### src/rtl/uart_pkg.sv
// rtl/uart_pkg.sv - shared UART types and constants for the receiver and future transmitter
package uart_pkg;

  typedef enum logic [2:0] {
    ST_IDLE,
    ST_START,
    ST_DATA,
    ST_STOP,
    ST_WAIT_HIGH
  } uart_state_e;

  localparam int unsigned UART_CLKS_PER_BIT = 868;
  localparam int unsigned UART_DATA_W       = 8;

endpackage

### src/rtl/sync_bit.sv
// rtl/sync_bit.sv - multi-flop synchronizer for a single asynchronous bit
module sync_bit #(
  parameter int unsigned STAGES    = 2,
  parameter logic        RESET_VAL = 1'b1
) (
  input  logic clock,
  input  logic reset_n,
  input  logic i_d,
  output logic o_q
);

  logic [STAGES-1:0] r_sync;

  always_ff @(posedge clock) begin
    if (!reset_n) begin
      r_sync <= {STAGES{RESET_VAL}};
    end else begin
      r_sync <= {r_sync[STAGES-2:0], i_d};
    end
  end

  assign o_q = r_sync[STAGES-1];

endmodule

### src/rtl/uart_rx.sv
// rtl/uart_rx.sv - 8N1 UART receiver with mid-bit sampling and a one-entry output buffer
module uart_rx
  import uart_pkg::*;
#(
  parameter int unsigned CLKS_PER_BIT = UART_CLKS_PER_BIT,
  parameter int unsigned SYNC_STAGES  = 2
) (
  input  logic                   clock,
  input  logic                   reset_n,
  input  logic                   io_rx,
  output logic                   io_out_valid,
  input  logic                   io_out_ready,
  output logic [UART_DATA_W-1:0] io_out_bits,
  output logic                   io_frame_error,
  output logic                   io_overrun,
  output logic                   io_busy
);

  localparam int unsigned TW = $clog2(CLKS_PER_BIT);
  localparam int unsigned IW = $clog2(UART_DATA_W);
  localparam logic [TW-1:0] BIT_LAST  = TW'(CLKS_PER_BIT - 1);
  localparam logic [TW-1:0] HALF_LAST = TW'(CLKS_PER_BIT / 2 - 1);
  localparam logic [IW-1:0] IDX_LAST  = IW'(UART_DATA_W - 1);

  uart_state_e            r_state;
  uart_state_e            w_next;
  logic [TW-1:0]          r_timer;
  logic [IW-1:0]          r_idx;
  logic [UART_DATA_W-1:0] r_shift;
  logic                   w_rxs;
  logic                   w_tick_half;
  logic                   w_tick_bit;
  logic                   w_done;
  logic                   w_ferr;
  logic                   w_xfer;

  sync_bit #(
    .STAGES   (SYNC_STAGES),
    .RESET_VAL(1'b1)
  ) u_sync (
    .clock  (clock),
    .reset_n(reset_n),
    .i_d    (io_rx),
    .o_q    (w_rxs)
  );

  assign w_tick_half = (r_timer == HALF_LAST);
  assign w_tick_bit  = (r_timer == BIT_LAST);
  assign w_xfer      = io_out_valid && io_out_ready;

  always_ff @(posedge clock) begin
    if (!reset_n) begin
      r_state <= ST_IDLE;
    end else begin
      r_state <= w_next;
    end
  end

  always_comb begin
    w_next = r_state;
    case (r_state)
      ST_IDLE:      if (!w_rxs) w_next = ST_START;
      ST_START:     if (w_tick_half) w_next = w_rxs ? ST_IDLE : ST_DATA;
      ST_DATA:      if (w_tick_bit && (r_idx == IDX_LAST)) w_next = ST_STOP;
      ST_STOP:      if (w_tick_bit) w_next = w_rxs ? ST_IDLE : ST_WAIT_HIGH;
      ST_WAIT_HIGH: if (w_rxs) w_next = ST_IDLE;
      default:      w_next = ST_IDLE;
    endcase
  end

  always_comb begin
    w_done  = 1'b0;
    w_ferr  = 1'b0;
    io_busy = (r_state != ST_IDLE);
    if ((r_state == ST_STOP) && w_tick_bit) begin
      w_done = w_rxs;
      w_ferr = !w_rxs;
    end
  end

  // Timer restarts at every sample point so it never exceeds one bit period.
  always_ff @(posedge clock) begin
    if (!reset_n) begin
      r_timer <= '0;
      r_idx   <= '0;
      r_shift <= '0;
    end else begin
      case (r_state)
        ST_START: begin
          r_timer <= w_tick_half ? '0 : r_timer + TW'(1);
          r_idx   <= '0;
        end
        ST_DATA: begin
          if (w_tick_bit) begin
            r_timer        <= '0;
            r_shift[r_idx] <= w_rxs;
            r_idx          <= r_idx + IW'(1);
          end else begin
            r_timer <= r_timer + TW'(1);
          end
        end
        ST_STOP: r_timer <= w_tick_bit ? '0 : r_timer + TW'(1);
        default: r_timer <= '0;
      endcase
    end
  end

  // A byte completing while the current one is being taken replaces it without overrun.
  always_ff @(posedge clock) begin
    if (!reset_n) begin
      io_out_valid   <= 1'b0;
      io_out_bits    <= '0;
      io_frame_error <= 1'b0;
      io_overrun     <= 1'b0;
    end else begin
      io_frame_error <= w_ferr;
      io_overrun     <= w_done && io_out_valid && !w_xfer;
      if (w_done && (!io_out_valid || w_xfer)) begin
        io_out_valid <= 1'b1;
        io_out_bits  <= r_shift;
      end else if (w_xfer) begin
        io_out_valid <= 1'b0;
      end
    end
  end

endmodule

### config.mk
export PLATFORM = sky130hd
export DESIGN_NAME = uart_rx
export DESIGN_NICKNAME = d
export VERILOG_FILES = /design/src/rtl/uart_pkg.sv /design/src/rtl/sync_bit.sv /design/src/rtl/uart_rx.sv
export SDC_FILE = /design/constraint.sdc
export NUM_CORES = 1
export LEC_CHECK = 0
export ABC_AREA = 1
export CORE_AREA = 2 2 63 65
export DETAILED_ROUTE_END_ITERATION = 10
export DIE_AREA = 0 0 65 67
export PLACE_DENSITY = 0.74
export SLEW_MARGIN = 10
export SYNTH_ARGS = -nofsm -noshare
export SYNTH_HDL_FRONTEND = slang
export SYNTH_HIERARCHICAL = 1
export SYNTH_SLANG_ARGS = --single-unit
### constraint.sdc
create_clock -name clock -period 1.4 [get_ports clock]
set_input_delay 0.14 -clock clock [delete_from_list [all_inputs] [get_ports clock]]
set_output_delay 0.14 -clock clock [all_outputs]
set_load 0.1 [all_outputs]
==> results.yml, run 1 <==
setup_path:
  crit_chain: "ha_4 -> nand2_4 -> nor2_4 -> nand2_4 -> inv_6 -> buf_12 -> nand3_2 -> o21ai_1 -> nor2_1"
  worst-setup-path-type: "flip-flop to flip-flop"
  cp-end-kind: "flip-flop"
  cp.arrival_ps: 1640
  required_ps: 1590
  slowest_delay_ps: 370
  reg2reg_depth: 9
  worst_setup_path_start_kind: "flip-flop"
  crit_path_top_delay_cell: "dfxtp_4"
  worstPathMaxFanout: 5
  critPathMostFrequentCell: "nand2_4"
min_path:
  holdCritPathClass: "input port to flip-flop"
  holdPathStages: 3
final_layout:
  antennaDiodeCount: 0
  layout_common_cells: "nand2_1, nor2_1, inv_1"
  final_core_utilization_pct: 73.1
  final_nets: 311
  final_cell_area_um2: 2640
  drive_above_1_share_pct: 32.2
  syn_to_final_growth_pct: 43.6
  layout_commonest_cell: "nand2_1"
  fin_cells: 352
  filler_cell_count: 257
cts:
  cts_tree: "done"
  clock-root-buffer: "clkbuf_8"
  holdBufCountCts: 0
  numCtsBuffers: 5
  cts.reportedPaths.clkPinSlew_ps: 70
  clkSinkCount: 37
  cts_max_path_buffers: 2
  htreeDepth: 2
  clk_latency_ps: 290
sta:
  rsz0062_at_grt: "yes"
  max_freq_mhz: 687
  drv_slew: 0
  finalCritPeriodShare_pct: 104
  setup_viol: 1
  clock_skew_ps: 3.57
  hold_viol: 0
  min_period_ps: 1450
  tightest_slew_ps: 385
  timing.hold.ws_ps: 370
  slew_headroom_pct: 74.2
  fin_setup_tns_ps: -54.9
  layout_setup_ws_ps: -54.9
outcome:
  violations: "setup timing"
  status: "finished, violations left"
pwr:
  ir_drop_uv: 1460
  p_total_mw: 3.39
  powerDensity_nw_per_um2: 1290
  p_leak_nw: 1.11
yosys:
  ys_seq_area_share_pct: 40.4
  yosys_warnings: 6
  netlist_instances: 263
  syn_area_um2: 1840
  ys_ff_latch: 37
  post_synth.cell_area_avg_um2: 6.98
  syn-num-nets: 271
  ys_types: 28
job:
  maxCapViolCount: 0
global_route:
  grt_pass1_vias: 1501
  grt_start_max_net_pins: 22
  grt_usage_pct: 19.9
  overflow: 0
  grt_pass1_wl_um: 6560
  antenna_found_initial: 0
floorplanning:
  die_h_um: 67
  io-pin-count: 16
  core_area_um2: 3610
  start_util_pct: 50.9
  fp.dieArea_um2: 4360
  placementRows: 22
  die-width_um: 65
detailed_routing:
  route.detailed.wl_per_inst_um: 12.8
  drt-pass1-iter-count: 4
  vias: 1763
  ant_nets: 0
  viasPerCell: 5.01
  drtIter0Drc: 89
  drc_errors: 0
  finalWirelength_um: 4510
placed_design:
  dpl_cell_area_um2: 2270
  dp_cells: 336
  gp_congestion: 0.899
  dp_slack_ps: -74.0
  dpl.hpwl_um: 2780
  portBuffers: 15
==> cell families (layout without fill, tap and decap cells) <==
kind of cell,after synthesis,count (layout),synth area share (%)
buffers and inverters,44,83,9.75
xor gates and xnor gates,5,5,2.39
and+or+nand+nor,159,161,40.7
AOI/OAI and AO/OA,14,14,4.09
DFF,37,37,40.4
adders and majority gates,4,4,2.73
==> state kept, by name (all words and copies together), names as in the netlist <==
name / flops
io_frame_error: 1
io_out_bits: 8
io_out_valid: 1
io_overrun: 1
r_idx: 3
r_shift: 8
r_state: 3
r_timer: 10
u_sync/r_sync: 2
==> what timing repair did <==
item	4_1_cts	5_1_grt
cloned	1	2
setup buffers	0	5
setup endpoints to repair	21	33
resized for setup	7	37
pin swaps	0	13
endpoints found under the hold margin	0	0
==> routing by layer <==
layer	GRT usage, %	wire, um	up-vias
met5	0	0	-
met4	8.51	130	0
met3	4.73	204	15
met2	33.6	2200	51
met1	24.1	1970	796
li1	-	-	901
==> final timing paths <==
check                                                   end  slack [ps]                         from
worst max-delay path                r_shift[6]$_SDFFE_PN0P_         -50        r_timer[0]$_SDFF_PN0_
worst min-delay path            u_sync/r_sync[0]$_SDFF_PN1_         370                        io_rx
worst max register to register      r_shift[6]$_SDFFE_PN0P_         -50        r_timer[0]$_SDFF_PN0_
worst min register to register  u_sync/r_sync[1]$_SDFF_PN1_         400  u_sync/r_sync[0]$_SDFF_PN1_
==> cells in the mapped netlist <==
| master | instances | area (um2) |
|---|---|---|
| nand4_1 | 4 | 25.0 |
| nand3_1 | 22 | 110 |
| dfxtp_1 | 37 | 741 |
| nor3_1 | 6 | 30.0 |
| buf_6 | 1 | 11.3 |
| nor2_2 | 2 | 12.5 |
| nor3_2 | 1 | 10.0 |
| nor3b_2 | 2 | 25.0 |
| o21ai_0 | 1 | 5.00 |
| ha_1 | 4 | 50.1 |
| nand3_4 | 1 | 17.5 |
| nand2_4 | 1 | 11.3 |
| nand3b_1 | 1 | 7.51 |
| nand2_1 | 55 | 206 |
| nand2_2 | 5 | 31.3 |
| inv_2 | 5 | 18.8 |
| inv_6 | 1 | 8.76 |
| a21oi_1 | 5 | 25.0 |
| nand3_2 | 1 | 10.0 |
| inv_1 | 34 | 128 |
| o21ai_1 | 4 | 20.0 |
| a31oi_1 | 4 | 25.0 |
| buf_2 | 1 | 5.00 |
| xor2_1 | 5 | 43.8 |
| nor4_1 | 1 | 6.26 |
| clkbuf_1 | 2 | 7.51 |
| nor2_4 | 4 | 45.0 |
| nor2_1 | 53 | 199 |
==> layout make-up <==
cell class,count,area (um2),area share (%)
repair buffers,35,452,17.1
inverters,40,155,5.89
clock buffers,5,68.8,2.61
well taps,48,60.1,2.28
multi-input cells,184,1080,41.0
clock inverters,3,65.1,2.47
flip-flops and latches,37,756,28.7
==> power breakdown <==
group / switching (mW) / internal [mW] / total, mW
combinational: 0.701 / 0.395 / 1.10
sequential: 0.0795 / 1.12 / 1.20
clock: 0.383 / 0.708 / 1.09
total: 1.16 / 2.22 / 3.39
==> critical path, delay by kind of cell, from the launching register on <==
family	cells	cell delay, ps
AO/OA/AOI/OAI	1	190
flip-flops	1	370
buffers and inverters	2	230
AND/OR/NAND/NOR	5	390
adder cells (fa/ha/maj)	1	150
Power figures use the tool's default switching activity.
==> run 2: changes to the inputs <==
- GPL_TIMING_DRIVEN: unset -> 0
==> run 2 against run 1 <==
The run still ends with setup timing left. Sequential cell count unchanged. Count of clock-buffer cells in the layout unchanged. Cell count down 1.1%. Highest routed layer unchanged. Routed wire length fell by 13%.
==> results.yml, run 2 (synthesized netlist as in run 1, its figures left out) <==
global_route:
  grt_pass1_wl_um: 6390
  grt_pass1_vias: 1486
  antenna_found_initial: 0
  overflow: 0
  grt_start_max_net_pins: 13
  grt_usage_pct: 19.2
pwr:
  powerDensity_nw_per_um2: 1150
  switchingPower_mw: 1.09
  ir_drop_uv: 1260
  p_seq_share_pct: 43.3
  intPower_mw: 1.76
  clockPowerShare_pct: 25.1
  swShare_pct: 38.2
  pwr-share-comb_pct: 31.6
  p_leak_nw: 1.02
setup_path:
  reg2reg_from: "r_timer[0]$_SDFF_PN0_"
  required_ps: 1620
  worstPathMaxFanout: 5
  crit_path_end: "r_timer[3]$_SDFF_PN0_"
  reg2reg_to: "r_timer[3]$_SDFF_PN0_"
  r2r_slack_ps: -40
  worstSetupStartpoint: "r_timer[0]$_SDFF_PN0_"
  cp.arrival_ps: 1660
  cp-end-kind: "flip-flop"
  reg2reg_depth: 9
  worst-setup-path-type: "flip-flop to flip-flop"
  worst_setup_path_start_kind: "flip-flop"
outcome:
  status: "finished, violations left"
  violations: "setup timing"
detailed_routing:
  drtIter0Drc: 54
  drt-pass1-iter-count: 8
  finalWirelength_um: 3940
  viasPerCell: 4.77
  route.detailed.wl_per_inst_um: 11.3
  ant_nets: 0
  drc_errors: 0
  vias: 1661
min_path:
  min_from: "io_rx"
  holdCritPathClass: "input port to flip-flop"
floorplanning:
  core_area_um2: 3610
  start_util_pct: 50.9
  io-pin-count: 16
  fp.dieArea_um2: 4360
  die-width_um: 65
  placementRows: 22
  die_h_um: 67
sta:
  tightest_slew_ps: 547
  finalCritPeriodShare_pct: 103
  clock_skew_ps: 4.95
  setup_viol: 3
  hold_viol: 0
  max_freq_mhz: 696
  layout_setup_ws_ps: -37.4
  slew_headroom_pct: 63.7
  rsz0062_at_grt: "yes"
  drv_slew: 0
  min_period_ps: 1440
cts:
  cts_tree: "done"
  holdBufCountCts: 0
  clk_latency_ps: 290
  clock-root-buffer: "clkbuf_8"
  cts.reportedPaths.clkPinSlew_ps: 70
  htreeDepth: 2
  clkSinkCount: 37
  numCtsBuffers: 5
  cts_max_path_buffers: 2
final_layout:
  layout_commonest_cell: "nand2_1"
  final_core_utilization_pct: 69.0
  filler_cell_count: 291
  largest_register_ffs: 10
  reg_top3: "r_timer (10), io_out_bits (8), r_shift (8)"
  layout_common_cells: "nand2_1, nor2_1, inv_1"
  regMostFlops: "r_timer"
  final_nets: 307
  drive_above_1_share_pct: 34.7
  syn_to_final_growth_pct: 35.6
  antennaDiodeCount: 0
placed_design:
  dp_slack_ps: -531
  gp_congestion: 0.838
  dpl.hpwl_um: 2370
  portBuffers: 15
job:
  maxCapViolCount: 0
run 2: power groups by stage:
stage / registers [mW] / clock network [mW] / logic, mW
2_1_floorplan: 1.22 / 0 / 0.580
3_3_place_gp: 1.24 / 0 / 0.704
3_5_place_dp: 1.24 / 0 / 0.707
4_1_cts: 1.22 / 0.742 / 0.755
5_1_grt: 1.25 / 0.791 / 1.00
6_report: 1.24 / 0.718 / 0.902
run 2: how the worst min path moves through the flow:
stage	to	depth (start not counted)
after detailed placement	u_sync/r_sync[1]$_SDFF_PN1_	2
after global placement	u_sync/r_sync[1]$_SDFF_PN1_	2
after global routing	u_sync/r_sync[0]$_SDFF_PN1_	3
final	u_sync/r_sync[0]$_SDFF_PN1_	3
after floorplan	u_sync/r_sync[0]$_SDFF_PN1_	1
after CTS	u_sync/r_sync[0]$_SDFF_PN1_	3
run 2: area by class of cell:
cell class / instances / area, um2 / share of cell area (%)
Multi-Input combinational cell: 183 / 1090 / 43.9
Timing Repair Buffer: 28 / 307 / 12.3
Sequential cell: 37 / 759 / 30.5
Clock inverter: 3 / 17.5 / 0.704
Inverter: 40 / 155 / 6.23
Tap cell: 48 / 60.1 / 2.41
Clock buffer: 5 / 68.8 / 2.77
Buffer: 4 / 28.8 / 1.16
run 2: metrics by stage:
step                hold slack, ps  power [mW]  cell area (um2)  instances  TNS [ps]
floorplan                      209        1.80             1840        263         0
detailed placement             386        1.94             2050        326     -6720
finish                         376        2.86             2490        348     -64.9
global route                   392        3.05             2490        348     -2550
CTS                            376        2.71             2330        344     -78.6
global placement               386        1.94             2050        326     -5880
run 2: routing by layer:
metal	GRT usage, %	up-vias	wire length [um]
met1	24.8	731	1990
met5	0	-	0
li1	-	890	-
met2	29.8	36	1740
met4	7.45	0	36
met3	6.08	4	177
run 2: worst max-delay path, cell delays in order, from the launching register on:
cell and delay (ps):
dfxtp_4 360, buf_4 140, ha_4 150, nand3_1 70, nor2_1 40, nand2_1 100, nand2_2 110, nand2_4 150
nand2_8 80, nor3b_2 170
run 2: repair_timing:
item                                    CTS  global route
endpoints found under the setup margin   39            34
setup buffers                             9             3
gates resized for setup                  62            40
cloned                                    1             1
hold endpoints to repair                  0             0
pin swaps                                 3            13
==> run 3: changes to the inputs <==
- CORE_AREA: 2 2 63 65 -> 2 2 61 63
- DIE_AREA: 0 0 65 67 -> 0 0 63 65
- PLACE_DENSITY: 0.74 -> 0.75
- clock period: 1.4 -> 1.5 ns (I/O delays scaled with it)
==> run 3 against run 2 <==
The run now ends clean. Routed wire length is 7.7% lower. First-iteration DRC count is 15% higher. Largest cell class unchanged. Hold slack got worse by 46 ps.
==> results.yml, run 3 (synthesized netlist as in run 1, its figures left out) <==
floorplanning:
  fp.dieArea_um2: 4100
  die-width_um: 63
  core_area_um2: 3500
  start_util_pct: 52.5
  io-pin-count: 16
  die_h_um: 65
  placementRows: 22
detailed_routing:
  viasPerCell: 4.86
  drt-pass1-iter-count: 4
  drtIter0Drc: 62
  route.detailed.wl_per_inst_um: 10.6
  drc_errors: 0
  vias: 1663
  ant_nets: 0
  finalWirelength_um: 3640
final_layout:
  final_nets: 301
  antennaDiodeCount: 0
  filler_cell_count: 326
  layout_common_cells: "nor2_1, nand2_1, inv_1"
  fin_cells: 342
  reg_top3: "r_timer (10), io_out_bits (8), r_shift (8)"
  final_core_utilization_pct: 64.7
  final_cell_area_um2: 2260
  layout_commonest_cell: "nor2_1"
  syn_to_final_growth_pct: 23.2
  drive_above_1_share_pct: 24.8
  multi_input_area_um2: 970
  regMostFlops: "r_timer"
  regArea_um2: 756
  largest_register_ffs: 10
sta:
  min_period_ps: 1440
  clock_skew_ps: 11.0
  rsz0062_at_grt: "yes"
  max_freq_mhz: 695
  setup_viol: 0
  slew_headroom_pct: 63.4
  drv_slew: 0
  tightest_slew_ps: 551
  hold_viol: 0
  finalCritPeriodShare_pct: 96.0
setup_path:
  worstSetupStartpoint: "r_state[0]$_SDFFE_PN0P_"
  worst_setup_path_start_kind: "flip-flop"
  crit_path_end: "io_busy"
  reg2reg_from: "r_timer[0]$_SDFF_PN0_"
  reg2reg_depth: 9
  required_ps: 1350
  cp-end-kind: "primary output"
  cp.arrival_ps: 1290
  worstPathMaxFanout: 7
  reg2reg_to: "r_timer[3]$_SDFF_PN0_"
  r2r_slack_ps: 80
  worst-setup-path-type: "flip-flop to primary output"
pwr:
  ir_drop_uv: 1010
  powerDensity_nw_per_um2: 1060
  p_leak_nw: 0.956
global_route:
  grt_usage_pct: 19.6
  antenna_found_initial: 0
  overflow: 0
  grt_pass1_vias: 1499
  grt_pass1_wl_um: 6390
  grt_start_max_net_pins: 13
cts:
  htreeDepth: 2
  cts.reportedPaths.clkPinSlew_ps: 120
  clk_latency_ps: 340
  numCtsBuffers: 5
  cts_max_path_buffers: 2
  clkSinkCount: 37
  clock-root-buffer: "clkbuf_4"
  holdBufCountCts: 0
  cts_tree: "done"
job:
  maxCapViolCount: 0
placed_design:
  dpl_cell_area_um2: 2050
  dpl.hpwl_um: 2510
  portBuffers: 15
  dp_cells: 326
  gp_congestion: 0.873
min_path:
  holdCritPathClass: "input port to flip-flop"
outcome:
  status: "finished, final reports clean"
-- run 3: cell types whose count changed in the layout (fill, tap and decap cells not counted), sizes merged --
cell	change
nand2	-1
inv	+1
buf	-5
clkinv	-1
-- run 3: worst min-delay path by stage --
| stage | endpoint | slack, ps | cells past startpoint | start |
|---|---|---|---|---|
| final | u_sync/r_sync[0]$_SDFF_PN1_ | 330 | 3 | io_rx |
| after global routing | u_sync/r_sync[0]$_SDFF_PN1_ | 340 | 3 | io_rx |
| after CTS | u_sync/r_sync[0]$_SDFF_PN1_ | 330 | 3 | io_rx |
| after detailed placement | u_sync/r_sync[1]$_SDFF_PN1_ | 390 | 2 | u_sync/r_sync[0]$_SDFF_PN1_ |
| after global placement | u_sync/r_sync[1]$_SDFF_PN1_ | 380 | 2 | u_sync/r_sync[0]$_SDFF_PN1_ |
| after floorplan | u_sync/r_sync[0]$_SDFF_PN1_ | 220 | 1 | reset_n |
-- run 3: routing by layer --
metal	vias up	track usage (%)	share of wire [%]
met5	-	0	0
met4	0	6.94	1.6
met3	7	5.90	4.1
met2	34	30.7	47
met1	738	25.6	48
li1	884	-	-
-- run 3: power breakdown --
part	internal [mW]	switching, mW	leakage (nW)
Combinational	0.231	0.513	0.622
Clock	0.177	0.334	0.0310
Sequential	1.06	0.0927	0.303
Total	1.46	0.940	0.956
-- run 3: critical path: stages (launching register included) --
cell and delay [ps]:
dfxtp_2 380, nor2_1 220, nand2_2 100, buf_4 240
-- run 3: cell type report --
cell class / instances / share of cell area, %
inverters: 40 / 6.86
flip-flops and latches: 37 / 33.4
multi-input cells: 182 / 42.9
clock inverters: 3 / 0.775
clock buffers: 5 / 1.66
well taps: 48 / 2.66
repair buffers: 23 / 10.7
plain buffers: 4 / 1.05
-- run 3: metrics by stage --
step           hold WS [ps]  setup WS [ps]  power (mW)  setup TNS, ps
2_1_floorplan           219           84.3        1.67              0
3_3_place_gp            382           -449        1.81          -2810
3_5_place_dp            394           -442        1.82          -2960
4_1_cts                 326           15.2        2.35              0
5_1_grt                 337          -15.1        2.57          -33.3
6_report                330           60.6        2.40              0
-- run 3: what timing repair did --
action,in CTS,in global routing
gates cloned,0,1
gates resized for setup,44,21
pin swaps,1,6
buffers inserted,3,4
setup endpoints to repair,34,33
